**config.mk**
```make
export PLATFORM = sky130hd
export DESIGN_NAME = vga_sync_module
export DESIGN_NICKNAME = d
export VERILOG_FILES = /design/src/rtl/vga_sync_module.sv
export SDC_FILE = /design/constraint.sdc
export NUM_CORES = 1
export LEC_CHECK = 0
export ABC_CLOCK_PERIOD_IN_PS = 1600
export CORE_MARGIN = 1.5
export CORE_UTILIZATION = 35
export DETAILED_ROUTE_END_ITERATION = 10
export GPL_TIMING_DRIVEN = 0
export PLACE_DENSITY = 0.61
export SYNTH_ARGS = -nofsm -noshare
export SYNTH_HDL_FRONTEND = slang
export SYNTH_SLANG_ARGS = --single-unit
```
**constraint.sdc**
```tcl
create_clock -name CLK -period 1.6 [get_ports CLK]
set_clock_uncertainty 0.05 [all_clocks]
set_input_delay 0.16 -clock CLK [delete_from_list [all_inputs] [get_ports CLK]]
set_output_delay 0.16 -clock CLK [all_outputs]
set_load 0.05 [all_outputs]
```
**src/rtl/vga_sync_module.sv**
```systemverilog
// Raster timing generator: free-running H/V counters decoded into registered syncs,
// an active-video qualifier, zero-based pixel addresses and line/frame start pulses.
module vga_sync_module #(
    parameter int H_SYNC   = 128,
    parameter int H_BACK   = 88,
    parameter int H_ACTIVE = 800,
    parameter int H_FRONT  = 40,
    parameter int V_SYNC   = 4,
    parameter int V_BACK   = 23,
    parameter int V_ACTIVE = 600,
    parameter int V_FRONT  = 1,
    parameter int SYNC_POL = 0
) (
    input  logic        CLK,
    input  logic        RSTn,
    output logic        HSYNC_Sig,
    output logic        VSYNC_Sig,
    output logic        Ready_Sig,
    output logic [10:0] Column_Addr_Sig,
    output logic [10:0] Row_Addr_Sig,
    output logic        Line_Start_Sig,
    output logic        Frame_Start_Sig
);

    // Totals may reach 2048, so the decode constants carry one extra bit.
    localparam int H_TOTAL = H_SYNC + H_BACK + H_ACTIVE + H_FRONT;
    localparam int V_TOTAL = V_SYNC + V_BACK + V_ACTIVE + V_FRONT;

    localparam logic [11:0] H_LAST      = 12'(H_TOTAL - 1);
    localparam logic [11:0] H_SYNC_END  = 12'(H_SYNC);
    localparam logic [11:0] H_VIS_BEGIN = 12'(H_SYNC + H_BACK);
    localparam logic [11:0] H_VIS_END   = 12'(H_SYNC + H_BACK + H_ACTIVE);

    localparam logic [11:0] V_LAST      = 12'(V_TOTAL - 1);
    localparam logic [11:0] V_SYNC_END  = 12'(V_SYNC);
    localparam logic [11:0] V_VIS_BEGIN = 12'(V_SYNC + V_BACK);
    localparam logic [11:0] V_VIS_END   = 12'(V_SYNC + V_BACK + V_ACTIVE);

    localparam logic SYNC_ON = 1'(SYNC_POL);

    logic [10:0] count_h_q, count_h_d;
    logic [10:0] count_v_q, count_v_d;
    logic        hsync_q, hsync_d;
    logic        vsync_q, vsync_d;
    logic        ready_q, ready_d;
    logic [10:0] column_q, column_d;
    logic [10:0] row_q, row_d;
    logic        line_start_q, line_start_d;
    logic        frame_start_q, frame_start_d;

    logic [11:0] h_ext, v_ext;
    logic        h_wrap, hs_act, vs_act, h_vis, v_vis;

    always_comb begin
        // NOTE: every signal gets a value before any branch so no latch is inferred.
        h_ext     = {1'b0, count_h_q};
        v_ext     = {1'b0, count_v_q};
        h_wrap    = (h_ext == H_LAST);
        count_h_d = h_wrap ? 11'd0 : count_h_q + 11'd1;
        count_v_d = count_v_q;
        if (h_wrap) begin
            count_v_d = (v_ext == V_LAST) ? 11'd0 : count_v_q + 11'd1;
        end

        hs_act = (h_ext < H_SYNC_END);
        vs_act = (v_ext < V_SYNC_END);
        h_vis  = (h_ext >= H_VIS_BEGIN) && (h_ext < H_VIS_END);
        v_vis  = (v_ext >= V_VIS_BEGIN) && (v_ext < V_VIS_END);

        hsync_d = hs_act ? SYNC_ON : ~SYNC_ON;
        vsync_d = vs_act ? SYNC_ON : ~SYNC_ON;
        ready_d = h_vis && v_vis;

        // Addresses are zeroed together outside the visible area.
        column_d = 11'd0;
        row_d    = 11'd0;
        if (ready_d) begin
            column_d = count_h_q - H_VIS_BEGIN[10:0];
            row_d    = count_v_q - V_VIS_BEGIN[10:0];
        end

        line_start_d  = (count_h_q == 11'd0);
        frame_start_d = (count_h_q == 11'd0) && (count_v_q == 11'd0);
    end

    // NOTE: non-blocking assignments so every flop samples pre-edge values.
    always_ff @(posedge CLK or negedge RSTn) begin
        if (!RSTn) begin
            count_h_q     <= 11'd0;
            count_v_q     <= 11'd0;
            hsync_q       <= ~SYNC_ON;
            vsync_q       <= ~SYNC_ON;
            ready_q       <= 1'b0;
            column_q      <= 11'd0;
            row_q         <= 11'd0;
            line_start_q  <= 1'b0;
            frame_start_q <= 1'b0;
        end else begin
            count_h_q     <= count_h_d;
            count_v_q     <= count_v_d;
            hsync_q       <= hsync_d;
            vsync_q       <= vsync_d;
            ready_q       <= ready_d;
            column_q      <= column_d;
            row_q         <= row_d;
            line_start_q  <= line_start_d;
            frame_start_q <= frame_start_d;
        end
    end

    assign HSYNC_Sig       = hsync_q;
    assign VSYNC_Sig       = vsync_q;
    assign Ready_Sig       = ready_q;
    assign Column_Addr_Sig = column_q;
    assign Row_Addr_Sig    = row_q;
    assign Line_Start_Sig  = line_start_q;
    assign Frame_Start_Sig = frame_start_q;

endmodule

```
==> impl_metrics.csv <==
group,metric,value,unit
synth,synth_top_area_share,49.2,%
synth,synth_area_per_cell,10.4,µm²
pwr,power.total,2.19,mW
cts,numClockSinks,49,
sta,rsz0062_at_grt,"true",
pwr,intPower,1.75,mW
pwr,p_switching,0.437,mW
hold_path,hold_class,"input pin to async pin",
cts,htree_levels,2,
synth,synth-warning-count,0,
outcome,status,"complete, but fails checks",
synth,synth_ff_type,"dfrtp_1",
cts,cts_made_buffers,5,
synth,yosysMostFrequentCell,"dfrtp_1",
cts,clockBufferDepth,2,
synth,synth_commonest_cells,"dfrtp_1, nor3_1, nor2_1, xor2_1, buf_2",
cts,tritoncts,"done",
worst_setup_path,cp.required,1.73,ns
worst_setup_path,setup.worst_path.end_class,"register",
worst_setup_path,r2r-end,"Column_Addr_Sig[9]",
sta,fin_ws,-0.127,ns
detailed_routing,drtAntennaViolNets,0,
worst_setup_path,reg2reg_from,"count_v_q[1]",
synth,ys_top_cells_by_area,"dfrtp_1, xor2_1, nor3_1",
pwr,peakVddDrop,0.312,mV
detailed_routing,vias_per_cell,5.19,
synth,synth_area,2390,µm²
final_layout,drive_gt1_share,40.1,%
cts,clockRootBuffer,"clkbuf_8",
place,dpl-instance-area,2790,µm²
synth,synthMuxAreaShare,0,%
worst_setup_path,cp-endpoint,"Column_Addr_Sig[9]",
worst_setup_path,startpoint_type,"register",
sta,period_needed,1.73,ns
global_route,grt-ovfl-total,0,
sta,finalHoldViolCount,0,
pwr,p_seq_share,56.5,%
synth,syn-instance-count,230,
synth,synth_top_family_by_area,"simple AND/OR/NAND/NOR gates",
synth,synth-seq-cells,49,
global_route,antenna_found_initial,0,
sta,drv_slew,0,
sta,post-route-period-util,108,%
pwr,pwr-share-clk,42.1,%
job,drv_cap,0,
synth,synth_enable_flop_cells,0,
worst_setup_path,crit_type,"register to register",
place,io_buffer_count,28,
final_layout,design_area,3580,µm²
sta,setup_viol,25,
pwr,swShare,19.9,%
die,die-area,7330,µm²
die,die_h,85.6,µm
sta,fmax,579,MHz
synth,ys_types,44,
worst_setup_path,crit_path_start,"count_v_q[1]",
synth,synth_compound_area_share,8.43,%
synth,synth_fp_nets,237,
worst_setup_path,cp_data_arrival_time,1.86,ns
die,ios,29,
sta,worstMarginPinSlew,0.495,ns
worst_setup_path,crit_fanout,5,
pwr,power.density,612,nW/µm²
synth,synth-xor-area-share,9.53,%
detailed_routing,wire_per_inst,16.2,µm
final_layout,diodes,0,
cts,clock_latency,0.31,ns
die,num_rows,29,
synth,synthAdderAreaFrac,2.62,%
pwr,combPwrFrac,1.4,%
worst_setup_path,r2r_slack,-0.13,ns
detailed_routing,dr.pass1.iters,7,
final_layout,synthToLayoutAreaGrowth,49.8,%
sta,slew-limit-headroom,67.1,%
die,start_util,37.0,%
die,fp.dieW,85.6,µm
cts,clk_pin_slew_worst_paths,0.09,ns
pwr,total_leakage_power,1.75,nW
synth,synthSimpleGateAreaFrac,22.2,%
detailed_routing,remaining_drc_errors,3,
die,core_area,6460,µm²
detailed_routing,vias,1953,
place,post-dp-hpwl,3.29,mm
outcome,violations,"design-rule violations, negative setup slack",
worst_setup_path,reg2reg_depth,8,
synth,synth_top_area_cell,"dfrtp_1",
place,place_ws,-0.356,ns
global_route,grt_max_degree,38,
detailed_routing,routed_wl,6.08,mm
synth,synthArstFlopShare,100,%
place,gp_congestion,0.827,
global_route,grt_usage,15.9,%
global_route,grt_pass1_vias,1839,
global_route,grt_pass1_wl,9.11,mm
detailed_routing,drt_iter0_drc,143,
final_layout,nets,305,
synth,yosysSeqAreaShare,51.4,%
-- metal layers --
metal | global-route usage, % | wire, µm | part of all wire, %
met1 | 21.9 | 2680 | 44
met5 | 0 | 0 | 0
met3 | 3.27 | 222 | 3.7
met4 | 4.99 | 113 | 1.9
met2 | 25.3 | 3070 | 50
-- sequential cells by signal, indices dropped and copies added, names as in the netlist --
name             count
count_v_q           11
Frame_Start_Sig      1
HSYNC_Sig            1
VSYNC_Sig            1
Ready_Sig            1
Line_Start_Sig       1
Column_Addr_Sig     11
Row_Addr_Sig        11
count_h_q           11
-- power by group through the flow --
stage          sequential, mW  clock (mW)  combinational [mW]
6_report                 1.24       0.923              0.0315
5_1_grt                  1.24        1.01              0.0377
4_1_cts                  1.24       0.932              0.0342
3_5_place_dp             1.26           0              0.0325
3_3_place_gp             1.26           0              0.0267
2_1_floorplan            1.26           0         0.000000513
-- metrics by stage --
| step | hold WS (ns) | cells | setup TNS [ns] | util (%) |
|---|---|---|---|---|
| after floorplan | -0.186 | 230 | -0.00723 | - |
| after global placement | 0.451 | 335 | -56.43 | 43.0 |
| after detailed placement | 0.0322 | 336 | -6.84 | 43.2 |
| after CTS | 0.236 | 366 | -1.36 | 51.0 |
| after global routing | 0.270 | 376 | -3.62 | 55.4 |
| final | 0.220 | 376 | -1.95 | 55.4 |
-- placed cells by master, fill, tap and decap left out, types with 4 or more instances in the layout --
cell type,netlist,routed
xnor2_1,7,7
xor2_1,19,19
nor3_4,1,13
nand4_1,6,6
nor3_2,0,9
clkbuf_8,0,6
dlygate4sd2_1,0,27
nand2_1,13,12
buf_6,2,17
buf_4,1,27
buf_2,15,4
dfrtp_1,47,41
o21ai_0,14,9
nor2_1,19,15
inv_1,8,7
o21ai_1,0,5
nand3_1,6,4
dfrtp_2,0,6
-- worst max-delay path, stage by stage (launching register included) --
cell and delay [ns]:
dfrtp_1 0.47, buf_6 0.16, buf_6 0.11, a211oi_2 0.24
o211ai_1 0.13, nand3_2 0.15, buf_6 0.13, buf_8 0.13
nor3_4 0.04
-- kinds of logic after synthesis --
logic type / after synthesis
AOI/OAI and AO/OA: 31
and+or+nand+nor: 92
DFF: 49
adders and majority gates: 5
buffers and inverters: 27
xor gates and xnor gates: 26
-- cell type report --
| cell class | count | area (µm²) |
|---|---|---|
| clock buffer | 7 | 86.3 |
| multi-input combinational | 154 | 1370 |
| fill | 554 | 2880 |
| tap | 77 | 96.3 |
| buffer | 15 | 148 |
| clock inverter | 1 | 30.0 |
| timing repair buffer | 65 | 583 |
| inverter | 8 | 30.0 |
| sequential | 49 | 1240 |
-- what timing repair did --
action / 4_1_cts / 5_1_grt
endpoints found under the setup margin: 61 / 35
resized for setup: 85 / 59
hold buffers: 1 / 0
buffers inserted: 22 / 12
cloned: 2 / 0
pin swaps: 25 / 19
endpoints found under the hold margin: 12 / 0
-- how the worst min path moves through the flow --
stage | end | start
3_5_place_dp | count_h_q[3] | RSTn
6_report | count_v_q[2] | RSTn
5_1_grt | count_h_q[3] | RSTn
3_3_place_gp | count_h_q[0] | count_h_q[0]
4_1_cts | count_v_q[2] | RSTn
2_1_floorplan | Column_Addr_Sig[0] | RSTn
Note: power is estimated with default switching activity, not from simulation.
